## config.mk

```make
export PLATFORM = sky130hd
export DESIGN_NAME = slave_in
export DESIGN_NICKNAME = d
export VERILOG_FILES = /design/src/rtl/slave_in_pkg.sv /design/src/rtl/slave_in_serial_shift_rx.sv /design/src/rtl/slave_in.sv
export SDC_FILE = /design/constraint.sdc
export NUM_CORES = 1
export LEC_CHECK = 0
export CAP_MARGIN = 20
export CORE_AREA = 2 2 102 104
export DETAILED_ROUTE_END_ITERATION = 10
export DIE_AREA = 0 0 104 106
export GPL_TIMING_DRIVEN = 0
export PLACE_DENSITY_LB_ADDON = 0.25
export SETUP_SLACK_MARGIN = 0.5
export SLEW_MARGIN = 20
export SYNTH_ARGS = -nofsm -noshare
export SYNTH_HDL_FRONTEND = slang
export SYNTH_HIERARCHICAL = 1
export SYNTH_SLANG_ARGS = --single-unit
export TNS_END_PERCENT = 5
```

## constraint.sdc

```tcl
create_clock -name clk -period 3.4 [get_ports clk]
set_input_delay 0.85 -clock clk [delete_from_list [all_inputs] [get_ports clk]]
set_output_delay 0.85 -clock clk [all_outputs]
set_load 0.03 [all_outputs]
```

## src/rtl/slave_in_pkg.sv

```systemverilog
// Shared definitions for the slave port receive half (and its transmit half).
package slave_in_pkg;

  // Default widths.
  localparam int ADDR_LEN_D  = 12;
  localparam int DATA_LEN_D  = 8;
  localparam int BURST_LEN_D = 12;

  // Receive FSM states.
  typedef enum logic [2:0] {
    ST_IDLE      = 3'd0,
    ST_HEADER    = 3'd1,
    ST_DATA      = 3'd2,
    ST_WRITE     = 3'd3,
    ST_READ_WAIT = 3'd4
  } state_e;

  // Transaction direction, also used by the transmit half.
  typedef enum logic {
    DIR_WR = 1'b0,
    DIR_RD = 1'b1
  } dir_e;

endpackage

```

## src/rtl/slave_in_serial_shift_rx.sv

```systemverilog
// LSB-first serial-to-parallel shifter with a bit counter.
// o_word is the value the register holds after the current bit is shifted
// in, so the caller can latch a complete word on the o_done cycle. W >= 2.
module serial_shift_rx #(
  parameter int W  = 8,
  parameter int CW = $clog2(W + 1)
) (
  input  logic          clk,
  input  logic          reset,
  input  logic          i_clr,
  input  logic          i_en,
  input  logic          i_bit,
  output logic [W-1:0]  o_word,
  output logic [CW-1:0] o_cnt,
  output logic          o_done
);

  logic [W-1:0]  r_sr;
  logic [CW-1:0] r_cnt;

  assign o_word = {i_bit, r_sr[W-1:1]};
  assign o_done = i_en && (r_cnt == CW'(W - 1));
  assign o_cnt  = r_cnt;

  // Shift an accepted bit in; counter rewinds after the last bit of a word.
  always_ff @(posedge clk or negedge reset) begin
    if (!reset) begin
      r_sr  <= '0;
      r_cnt <= '0;
    end else if (i_clr) begin
      r_sr  <= '0;
      r_cnt <= '0;
    end else if (i_en) begin
      r_sr  <= o_word;
      r_cnt <= o_done ? '0 : r_cnt + 1'b1;
    end
  end

endmodule

```

## src/rtl/slave_in.sv

```systemverilog
// Slave port receive half: deserialises header and write data from the
// master, issues write strobes with auto-incrementing address, or hands a
// read request to the transmit half.
module slave_in
  import slave_in_pkg::*;
#(
  parameter int ADDR_LEN  = ADDR_LEN_D,
  parameter int DATA_LEN  = DATA_LEN_D,
  parameter int BURST_LEN = BURST_LEN_D
) (
  input  logic                 clk,
  input  logic                 reset,
  input  logic                 slave_sel,
  input  logic                 write_en,
  input  logic                 read_en,
  input  logic                 master_valid,
  input  logic                 tx_address,
  input  logic                 tx_burst_number,
  input  logic                 tx_data,
  input  logic                 tx_done,
  input  logic                 rd_done,
  output logic                 slave_ready,
  output logic                 mem_wr_en,
  output logic [ADDR_LEN-1:0]  mem_addr,
  output logic [DATA_LEN-1:0]  mem_wdata,
  output logic                 rd_req,
  output logic [BURST_LEN-1:0] rd_burst,
  output logic                 rx_done,
  output logic                 abort
);

  localparam int HCW = $clog2(ADDR_LEN + 1);
  localparam int DCW = $clog2(DATA_LEN + 1);
  localparam logic [HCW-1:0] BURST_CNT = HCW'(BURST_LEN);

  state_e               r_state, w_state_nxt;
  dir_e                 r_dir;
  logic [ADDR_LEN-1:0]  r_addr;
  logic [DATA_LEN-1:0]  r_wdata;
  logic [BURST_LEN-1:0] r_burst_sr;
  logic [BURST_LEN-1:0] r_burst;
  logic [BURST_LEN-1:0] r_wcnt;
  logic                 r_rd_req;

  logic                 w_ready_st, w_acc, w_active, w_last_wr, w_abort;
  logic                 w_start, w_clr, w_hdr_en, w_dat_en, w_hdr_done, w_dat_done;
  logic                 w_burst_shift, w_wr, w_rxd;
  logic [ADDR_LEN-1:0]  w_hdr_word;
  logic [DATA_LEN-1:0]  w_dat_word;
  logic [HCW-1:0]       w_hdr_cnt;
  logic [DCW-1:0]       w_dat_cnt;
  logic [BURST_LEN-1:0] w_burst_nxt, w_burst_fin, w_burst_eff;
  logic                 w_unused_cnt;

  // Bit-level handshake: ready only while shifting or idle.
  assign w_ready_st = (r_state == ST_IDLE) || (r_state == ST_HEADER) ||
                      (r_state == ST_DATA);
  assign w_acc      = master_valid && w_ready_st;
  assign w_start    = (r_state == ST_IDLE) && slave_sel && (write_en ^ read_en);
  assign w_clr      = (r_state == ST_IDLE);

  // Final word of a burst: tx_done in this cycle is a normal finish.
  assign w_last_wr  = (r_state == ST_WRITE) &&
                      (BURST_LEN'(r_wcnt + 1'b1) == r_burst);
  assign w_active   = (r_state == ST_HEADER) || (r_state == ST_DATA) ||
                      (r_state == ST_WRITE);
  assign w_abort    = w_active && (!slave_sel || (tx_done && !w_last_wr));

  assign w_hdr_en   = (r_state == ST_HEADER) && w_acc && !w_abort;
  assign w_dat_en   = (r_state == ST_DATA) && w_acc && !w_abort;

  // Burst count rides on the first BURST_LEN header bits.
  assign w_burst_shift = w_hdr_en && (w_hdr_cnt < BURST_CNT);
  assign w_burst_nxt   = {tx_burst_number, r_burst_sr[BURST_LEN-1:1]};
  assign w_burst_fin   = w_burst_shift ? w_burst_nxt : r_burst_sr;
  assign w_burst_eff   = (w_burst_fin == '0) ? BURST_LEN'(1) : w_burst_fin;

  assign w_unused_cnt  = ^w_dat_cnt;

  serial_shift_rx #(.W(ADDR_LEN), .CW(HCW)) u_hdr (
    .clk    (clk),
    .reset  (reset),
    .i_clr  (w_clr),
    .i_en   (w_hdr_en),
    .i_bit  (tx_address),
    .o_word (w_hdr_word),
    .o_cnt  (w_hdr_cnt),
    .o_done (w_hdr_done)
  );

  serial_shift_rx #(.W(DATA_LEN), .CW(DCW)) u_dat (
    .clk    (clk),
    .reset  (reset),
    .i_clr  (w_clr),
    .i_en   (w_dat_en),
    .i_bit  (tx_data),
    .o_word (w_dat_word),
    .o_cnt  (w_dat_cnt),
    .o_done (w_dat_done)
  );

  // State register.
  always_ff @(posedge clk or negedge reset) begin
    if (!reset) r_state <= ST_IDLE;
    else        r_state <= w_state_nxt;
  end

  // Next-state and strobe decode.
  always_comb begin
    w_state_nxt = r_state;
    w_wr        = 1'b0;
    w_rxd       = 1'b0;
    case (r_state)
      ST_IDLE: begin
        if (w_start) w_state_nxt = ST_HEADER;
      end
      ST_HEADER: begin
        if (w_abort)         w_state_nxt = ST_IDLE;
        else if (w_hdr_done) w_state_nxt = (r_dir == DIR_RD) ? ST_READ_WAIT : ST_DATA;
      end
      ST_DATA: begin
        if (w_abort)         w_state_nxt = ST_IDLE;
        else if (w_dat_done) w_state_nxt = ST_WRITE;
      end
      ST_WRITE: begin
        if (w_abort) begin
          w_state_nxt = ST_IDLE;
        end else begin
          w_wr = 1'b1;
          if (w_last_wr) begin
            w_rxd       = 1'b1;
            w_state_nxt = ST_IDLE;
          end else begin
            w_state_nxt = ST_DATA;
          end
        end
      end
      ST_READ_WAIT: begin
        if (rd_done) begin
          w_rxd       = 1'b1;
          w_state_nxt = ST_IDLE;
        end
      end
      default: w_state_nxt = ST_IDLE;
    endcase
  end

  // Datapath: direction, header capture, write data, address/word counters.
  always_ff @(posedge clk or negedge reset) begin
    if (!reset) begin
      r_dir      <= DIR_WR;
      r_addr     <= '0;
      r_wdata    <= '0;
      r_burst_sr <= '0;
      r_burst    <= '0;
      r_wcnt     <= '0;
      r_rd_req   <= 1'b0;
    end else begin
      r_rd_req <= 1'b0;
      if (w_start) begin
        r_dir      <= read_en ? DIR_RD : DIR_WR;
        r_burst_sr <= '0;
      end
      if (w_burst_shift) r_burst_sr <= w_burst_nxt;
      if (w_hdr_done) begin
        r_addr   <= w_hdr_word;
        r_burst  <= w_burst_eff;
        r_wcnt   <= '0;
        r_rd_req <= (r_dir == DIR_RD);
      end
      if (w_dat_done) r_wdata <= w_dat_word;
      if (w_wr) begin
        r_addr <= r_addr + 1'b1;
        r_wcnt <= r_wcnt + 1'b1;
      end
    end
  end

  // Ready is forced low while reset is held so every output reads 0.
  assign slave_ready = w_ready_st && reset;
  assign mem_wr_en   = w_wr;
  assign mem_addr    = r_addr;
  assign mem_wdata   = r_wdata;
  assign rd_req      = r_rd_req;
  assign rd_burst    = r_burst;
  assign rx_done     = w_rxd;
  assign abort       = w_abort;

endmodule

```

==> results_dict.tcl <==
set metrics [dict create \
    syn_area_um2 4530 \
    io_pins 48 \
    synthXorXnorAreaFrac 0.0406 \
    antenna_found_initial 0 \
    synthMuxAreaShare 0.107 \
    yosys_register_bits 87 \
    cts.sinks 87 \
    min_path_type "input pin to async pin" \
    setup_tns_ns -4.54 \
    synth.area.top_cells "dfrtp_1 48%, mux2i_1 8.0%, nor2_1 5.6%, xnor2_1 3.5%, a21oi_1 2.7%" \
    cts.htree.levels 3 \
    portBuffers 47 \
    hold_viol 0 \
    max_slew_margin 0.375 \
    grt_overflow_total 0 \
    violations "negative setup slack" \
    leakagePower_nw 2.47 \
    die_h_um 106 \
    clock_latency_ns 0.37 \
    cpPeakStageDelay_ns 0.43 \
    synth_area_per_cell_um2 10.2 \
    arrival_ns 2.83 \
    drc 0 \
    cp_top_family "simple AND/OR/NAND/NOR gates" \
    cts_tree "done" \
    gp_congestion 0.830 \
    yosys.area.top_type "dfrtp_1" \
    synthAdderAreaFrac 0.0110 \
    die_width_um 104 \
    power_w 0.00229 \
    final_core_util 0.596 \
    grt_start_max_net_pins 46 \
    fp.dieArea_um2 11000 \
    rows 37 \
    via_per_inst 5.43 \
    grt_pass1_vias 3608 \
    synth_enable_flop_cells 0 \
    vias 3640 \
    drt_pass1_iterations 4 \
    crit_chain "ha_4, xor2_2, nor4_4, nand3_2, nor4_4, buf_4, a31oi_4, buf_4, or2_1, buf_6, inv_4, buf_6, buf_6" \
    path_max_fanout 3 \
    synth_top_family_by_area "simple AND/OR/NAND/NOR gates" \
    synth_common_cells "87 x dfrtp_1, 68 x nor2_1, 36 x mux2i_1" \
    synthSimpleGateAreaFrac 0.186 \
    irDropWorstVdd_uv 198 \
    yosysMostFrequentCell "dfrtp_1" \
    routed_wl_mm 10.7 \
    cts_root_buf "clkbuf_8" \
    setup.worst_path.class "flop to primary output" \
    synth_compound_area_frac 0.128 \
    syn_inst 445 \
    fin_crit_ns 3.68 \
    p_per_area_nw_per_um2 384 \
    dp.cells 629 \
    period_share 1.08 \
    area_delta_synth_final_pct 31.6 \
    drv_cap 0 \
    start_util 0.453 \
    grt_pass1_wl_mm 17.8 \
    crit_buf_inv 6 \
    nets 544 \
    drive_above_1_share 0.264 \
    rsz0062_at_grt "true" \
    ys_seq_area_frac 0.480 \
    setup_slack_ns -0.282 \
    core-area_um2 10000 \
    antenna_cells 0 \
    clk_pin_slew_worst_paths_ns 0.10 \
    tightest_slew_ns 0.931 \
    ctsLongestPathBuffers 2 \
    status "finished, violations left" \
    cp-end-kind "primary output" \
    slew_viol_final 0 \
    finalSetupViolations 37 \
    drt-initial-drc-count 169 \
    routedWlPerCell_um 16.0 \
    track_usage 0.199 \
    hold_ws_ns 0.314 \
    cts_made_buffers 9 \
    synth_nets 460 \
    synthDistinctLibCells 67 \
    yosys.area.top_type_share 0.480 \
    final_cells 670 \
    ant_nets 0 \
    dp_hpwl_mm 7.10 \
    ys_async_sr_fraction 1.00 \
    required_ns 2.55 \
    max_freq_ghz 0.272 \
    fin_skew_ns 0.0149 \
    cp_slowest_cell "dfrtp_2" \
    ys.warnings.count 6 \
    cp_common_cell "buf_6" \
    worstSetupStartpointType "flop" \
    ys.flop_type "dfrtp_1" \
]
==> registers in the layout (all words and copies together) (netlist names) <==
register     cells
mem_addr        12
rd_req           1
mem_wdata        8
rd_burst        12
u_dat/r_sr       7
u_hdr/r_sr      11
u_hdr/o_cnt      4
r_wcnt          12
r_state          3
r_burst_sr      12
r_dir            1
u_dat/o_cnt      4
==> power breakdown <==
group / switching (W) / internal, W / leakage, nW
sequential: 0.0000459 / 0.00108 / 1.17
clock: 0.000407 / 0.000372 / 0.108
combinational: 0.000217 / 0.000167 / 1.19
total: 0.000671 / 0.00162 / 2.47
==> kinds of logic after synthesis <==
| group | Yosys count |
|---|---|
| DFF | 87 |
| adders and majority gates | 4 |
| and+or+nand+nor | 160 |
| muxes | 47 |
| AOI/OAI and AO/OA | 85 |
| xor gates and xnor gates | 21 |
| buffers and inverters | 41 |
==> stage by stage <==
step	instance area, um2	setup slack, ns
floorplan	4610	0.299
global placement	5250	-2.94
detailed placement	5270	-0.884
CTS	5700	-0.332
global route	5960	-0.465
finish	5960	-0.282
==> worst paths after layout <==
check                              from      endpoint  slack [ns]  cells past startpoint
max                           r_wcnt[1]     mem_wr_en       -0.28                     13
min                               reset     r_wcnt[6]        0.31                      1
max reg2reg                   r_wcnt[1]     r_wcnt[7]       -0.26                     20
min reg2reg                mem_wdata[6]  mem_wdata[6]        0.52                      1
max in group asynchronous         reset  mem_wdata[6]        2.57                      2
min in group clk           mem_wdata[6]  mem_wdata[6]        0.52                      1
==> worst register-to-register path, delay by kind of cell (launching register included) <==
kind,cells,cell delay [ns]
buffers and inverters,7,0.96
adder cells (fa/ha/maj),1,0.25
AO/OA/AOI/OAI,4,0.50
XOR/XNOR,1,0.16
flip-flops,1,0.43
AND/OR/NAND/NOR,7,1.27
==> metal layers <==
metal	wire length, um	vias to the layer above	share of wire	GRT usage
met5	0	-	0	0
met4	209	0	0.020	0.0676
met3	382	19	0.036	0.0349
met2	5100	81	0.48	0.317
met1	5020	1808	0.47	0.277
li1	-	1732	-	-
==> placed cells by master (no fill, tap or decap), types with 5 or more instances in the layout <==
master           instances
dfrtp_1                 84
clkbuf_8                12
a22o_1                   5
inv_1                   11
o21ai_0                  6
clkdlybuf4s50_1         42
or3_1                    5
mux2i_1                 29
o21ai_1                  9
mux2_2                   5
xnor2_1                 17
mux2_4                   5
nor3_1                   7
nand2_1                 20
clkbuf_1                 6
nor4_1                   5
o21a_1                   5
mux2i_2                  7
a21oi_1                 23
nand3_1                 10
buf_6                   13
nor2_1                  67
buf_4                   26
==> timing repair <==
item / 4_1_cts / 5_1_grt
hold buffers: 0 / 0
cloned: 1 / 0
pin swaps: 12 / 25
buffers inserted: 14 / 10
setup endpoints to repair: 90 / 90
resized for setup: 50 / 49
==> layout make-up <==
type                       instances  area [um2]
inverter                          13        53.8
buffer                            28         248
multi-input combinational        317        2380
sequential                        87        2180
timing repair buffer              73         722
fill                             857        4040
clock inverter                     6        73.8
tap                              136         170
clock buffer                      10         138
(Power assumes the default switching activity.)
